## src/rtl/rr_priority_finder.sv

```systemverilog
// Round-robin priority finder.
// Reports up to GRANT_NUM set bits of data_in, scanning from a rotating
// pointer in ascending or descending order with modulo-WIDTH wrap. The
// pointer moves past the last granted position whenever the consumer accepts.
// All outputs are combinational from data_in and the pointer.
module rr_priority_finder #(
   parameter int unsigned WIDTH          = 8,
   parameter int unsigned GRANT_NUM      = 2,
   parameter bit          FIRST_PRIORITY = 1'b1
) (
   input  logic                                      clk,
   input  logic                                      rst,
   input  logic [WIDTH-1:0]                          data_in,
   input  logic                                      accept,
   input  logic                                      flush,
   output logic [GRANT_NUM-1:0][$clog2(WIDTH)-1:0]   index,
   output logic [GRANT_NUM-1:0]                      index_valid,
   output logic [WIDTH-1:0]                          grant_mask
);

   localparam int unsigned IdxW = $clog2(WIDTH);
   localparam int unsigned CntW = $clog2(GRANT_NUM + 1);

   // Ascending scans start at 0, descending scans start at the top position.
   localparam logic [IdxW-1:0] PtrRst   = FIRST_PRIORITY ? '0 : IdxW'(WIDTH - 1);
   localparam logic [IdxW-1:0] PtrMax   = IdxW'(WIDTH - 1);
   localparam logic [IdxW:0]   WidthExt = (IdxW + 1)'(WIDTH);

   logic [IdxW-1:0] ptr_q;
   logic [IdxW-1:0] ptr_d;
   logic [IdxW-1:0] last_pos;
   logic [IdxW:0]   pos;
   logic [CntW-1:0] cnt;

   // Walk all WIDTH positions in scan order and collect the first GRANT_NUM set bits.
   always_comb begin
      index       = '0;
      index_valid = '0;
      grant_mask  = '0;
      last_pos    = '0;
      cnt         = '0;
      pos         = '0;
      for (int unsigned i = 0; i < WIDTH; i++) begin
         // One extra bit holds ptr+offset < 2*WIDTH; a single subtract wraps it.
         if (FIRST_PRIORITY) begin
            pos = {1'b0, ptr_q} + (IdxW + 1)'(i);
         end else begin
            pos = {1'b0, ptr_q} + (IdxW + 1)'(WIDTH - i);
         end
         if (pos >= WidthExt) begin
            pos = pos - WidthExt;
         end
         if (data_in[pos[IdxW-1:0]] && (cnt < CntW'(GRANT_NUM))) begin
            index[cnt]                  = pos[IdxW-1:0];
            index_valid[cnt]            = 1'b1;
            grant_mask[pos[IdxW-1:0]]   = 1'b1;
            last_pos                    = pos[IdxW-1:0];
            cnt                         = cnt + CntW'(1);
         end
      end
   end

   // Next pointer: flush wins over accept; accept without any grant holds.
   always_comb begin
      ptr_d = ptr_q;
      if (flush) begin
         ptr_d = PtrRst;
      end else if (accept && index_valid[0]) begin
         if (FIRST_PRIORITY) begin
            ptr_d = (last_pos == PtrMax) ? '0 : last_pos + IdxW'(1);
         end else begin
            ptr_d = (last_pos == '0) ? PtrMax : last_pos - IdxW'(1);
         end
      end
   end

   // Pointer register with synchronous reset.
   always_ff @(posedge clk) begin
      if (rst) begin
         ptr_q <= PtrRst;
      end else begin
         ptr_q <= ptr_d;
      end
   end

endmodule
```

## config.mk

```make
export PLATFORM = sky130hd
export DESIGN_NAME = rr_priority_finder
export DESIGN_NICKNAME = d
export VERILOG_FILES = /design/src/rtl/rr_priority_finder.sv
export SDC_FILE = /design/constraint.sdc
export NUM_CORES = 1
export LEC_CHECK = 0
export BUFFER_PORTS_ARGS = -buffer_cell sky130_fd_sc_hd__buf_2
export CORE_MARGIN = 5
export CORE_UTILIZATION = 45
export CTS_BUF_LIST = sky130_fd_sc_hd__clkbuf_8
export CTS_CLUSTER_SIZE = 14
export DETAILED_ROUTE_END_ITERATION = 6
export GPL_TIMING_DRIVEN = 0
export SLEW_MARGIN = 15
export SYNTH_ARGS = -nofsm -noshare
export SYNTH_HDL_FRONTEND = slang
export SYNTH_SLANG_ARGS = --single-unit
```

## constraint.sdc

```tcl
create_clock -name clk -period 18.65 [get_ports clk]
set_clock_uncertainty 0.15 [all_clocks]
set_input_delay 1.865 -clock clk [delete_from_list [all_inputs] [get_ports clk]]
set_output_delay 1.865 -clock clk [all_outputs]
set_load 0.05 [all_outputs]
```

==> flow_metrics.py <==
metrics = {
    "status": {
        "status": "complete, no violations",
    },
    "synth": {
        "syn_area_per_cell_sq_um": 7.69,
        "yosys_warnings": 0,
        "synth_ff_type": "dfxtp_1",
        "synth_cells": 313,
        "seq_area_frac_synth_pct": 2.49,
        "yosysUniqueCellTypes": 61,
        "netlist_area_sq_mm": 0.00241,
        "ys_ff_latch": 3,
        "synth_edf_count": 0,
        "syn_nets": 346,
        "yosys-top-cells-area": "mux2_2 12%, ha_1 11%, mux4_2 8.4%, mux2i_1 7.9%, nand2_1 6.1%",
        "synth.largest_area_cell": "mux2_2",
        "synthArstFlopShare_pct": 0,
        "synth_top_area_share_pct": 11.7,
    },
    "flow_run": {
        "maxCapViolCount": 0,
    },
    "worst_setup_path": {
        "path_max_fanout": 10,
        "startpoint": "ptr_q[1]",
        "r2r_slack_ns": 9.11,
        "critPathMaxStageDelay_ns": 0.53,
        "worst-setup-path-type": "flip-flop to output pin",
        "r2r_start": "ptr_q[1]",
        "end_kind": "output pin",
        "cp.required_ns": 16.64,
        "start_kind": "flip-flop",
        "crit_arrival_ns": 9.10,
        "cpMaxStageDelayCell": "nor3b_2",
    },
    "cells_and_area": {
        "largest_register_ff_count": 3,
        "area_delta_synth_final_pct": 11.1,
        "fillCellCount": 547,
        "design_area_sq_mm": 0.00268,
        "final-seq-area_sq_um": 60.1,
        "nNetsFinal": 378,
        "final_common_cell": "nand2_1",
        "mostFrequentLayoutCells": "39 x nand2_1, 32 x buf_2, 25 x mux2_2, 21 x ha_1, 20 x o21ai_0",
        "multi_input_area_sq_mm": 0.00218,
        "largest_register": "ptr_q",
        "antenna_cells": 0,
        "drive_gt1_share_pct": 25.6,
        "fin_util_pct": 52.0,
        "reg.largest.list": "ptr_q (3)",
    },
    "floorplanning": {
        "die_w_um": 83.1,
        "core_sq_mm": 0.00514,
        "rows": 26,
        "dieArea_sq_mm": 0.00691,
        "die_y_um": 83.1,
        "io_pins": 28,
        "start_util_pct": 46.8,
    },
    "placed_design": {
        "dp_slack_ns": 7.84,
        "numPortBuffers": 27,
        "placed_cell_area_sq_mm": 0.00263,
        "globalplace.congestion": 0.959,
        "hpwl_um": 5960,
    },
    "drt": {
        "detail-route-antenna-nets": 0,
        "num_vias": 2607,
        "wl_per_cell_um": 18.5,
        "route.final.wire_length_um": 7660,
        "drt_iter0_markers": 289,
        "drc": 0,
        "vias_per_cell": 6.30,
        "dr.pass1.iters": 6,
    },
    "clocking": {
        "cts_sinks": 3,
        "cts_max_level": 1,
        "cts_hold_buffers": 0,
        "cts_buffers": 3,
        "cts.path.max_buffers": 2,
        "clkSlewWorstSetupHoldPaths_ns": 0.03,
        "clk_latency_ns": 0.21,
        "cts_tree": "built",
        "post_cts_buffers": 0,
        "cts_root_buf": "clkbuf_8",
        "post_cts_resize_count": 0,
    },
    "timing": {
        "setup_ws_ns": 7.53,
        "fin_crit_ns": 11.12,
        "rsz0062_at_grt": "no",
        "fmax_mhz": 90.0,
        "setup_viol": 0,
        "period_share_pct": 59.6,
        "tightest_slew_ns": 1.01,
        "setup-tns-final_ns": 0,
        "slew_violations": 0,
        "slew_headroom_pct": 32.5,
        "hold_viol_final": 0,
    },
    "worst_hold_path": {
        "min_path_type": "flip-flop to flip-flop",
        "worstHoldStart": "ptr_q[2]",
    },
    "global_route": {
        "gr-total-overflow": 0,
        "grt_pass1_wl_um": 12300,
        "grt_use_total_pct": 21.5,
        "antenna_found_initial": 0,
        "grt_max_degree": 14,
        "grt_pass1_vias": 2455,
    },
}
==> through the flow <==
stage,std cells,hold WS [ns]
final,414,0.597
after global placement,410,0.584
after detailed placement,410,0.592
after CTS,414,0.602
after floorplan,313,0.484
after global routing,414,0.649
==> synth_stat cells (all sizes together), types with 4 or more instances <==
cell type and count:
buf 10, nor2b 6, o22ai 5, a222oi 4, inv 15, nor2 18, mux2i 20, nand4 5
o21ai 21, nand2 39, o32ai 4, mux2 25, and2 7, clkbuf 8, xnor2 4, nand3 14
and3 4, o21a 6, ha 21, nor3 9, a31oi 5, a21oi 12, mux4 9
==> per-layer routing <==
layer | global-route usage (%) | vias up | wire length [um]
met5 | 0 | - | 0
met4 | 5.94 | 0 | 159
met3 | 2.08 | 13 | 480
met2 | 36.2 | 102 | 3610
met1 | 29.2 | 1235 | 3410
li1 | - | 1257 | -
==> path summary, 6_finish.rpt <==
check,end,cells past startpoint
setup / recovery,index[1],32
hold / removal,ptr_q[2],3
setup reg to reg,ptr_q[0],34
hold reg to reg,ptr_q[2],3
==> final cells by class <==
class | count | share of cell area (%)
multi-input cells | 276 | 81.7
repair buffers | 27 | 5.05
plain buffers | 18 | 3.79
well taps | 70 | 3.27
inverters | 16 | 2.29
flip-flops and latches | 3 | 2.25
clock buffers | 3 | 1.54
clock inverters | 1 | 0.140
==> worst max-delay path: cells and delay by family, from the launching register on <==
family          cells  cell delay [ns]
fa+ha+maj           5             1.60
xor+xnor            2             0.41
buf+inv            13             3.20
simple gates        6             1.65
compound gates      2             0.28
flops               1             0.39
mux                 4             1.35
==> cells by family (layout without fill, tap and decap cells) <==
group	after synthesis	in the layout	synth area share, %
and+or+nand+nor	114	114	24.6
DFF	3	3	2.49
xor gates and xnor gates	4	4	1.46
adders and majority gates	21	21	10.9
muxes	54	54	28.9
buffers and inverters	34	65	6.76
AOI/OAI and AO/OA	83	83	24.8
Power is left out: the tool's default activity adds up to more than one toggle a clock period on the data nets, which glitch-free logic cannot reach.
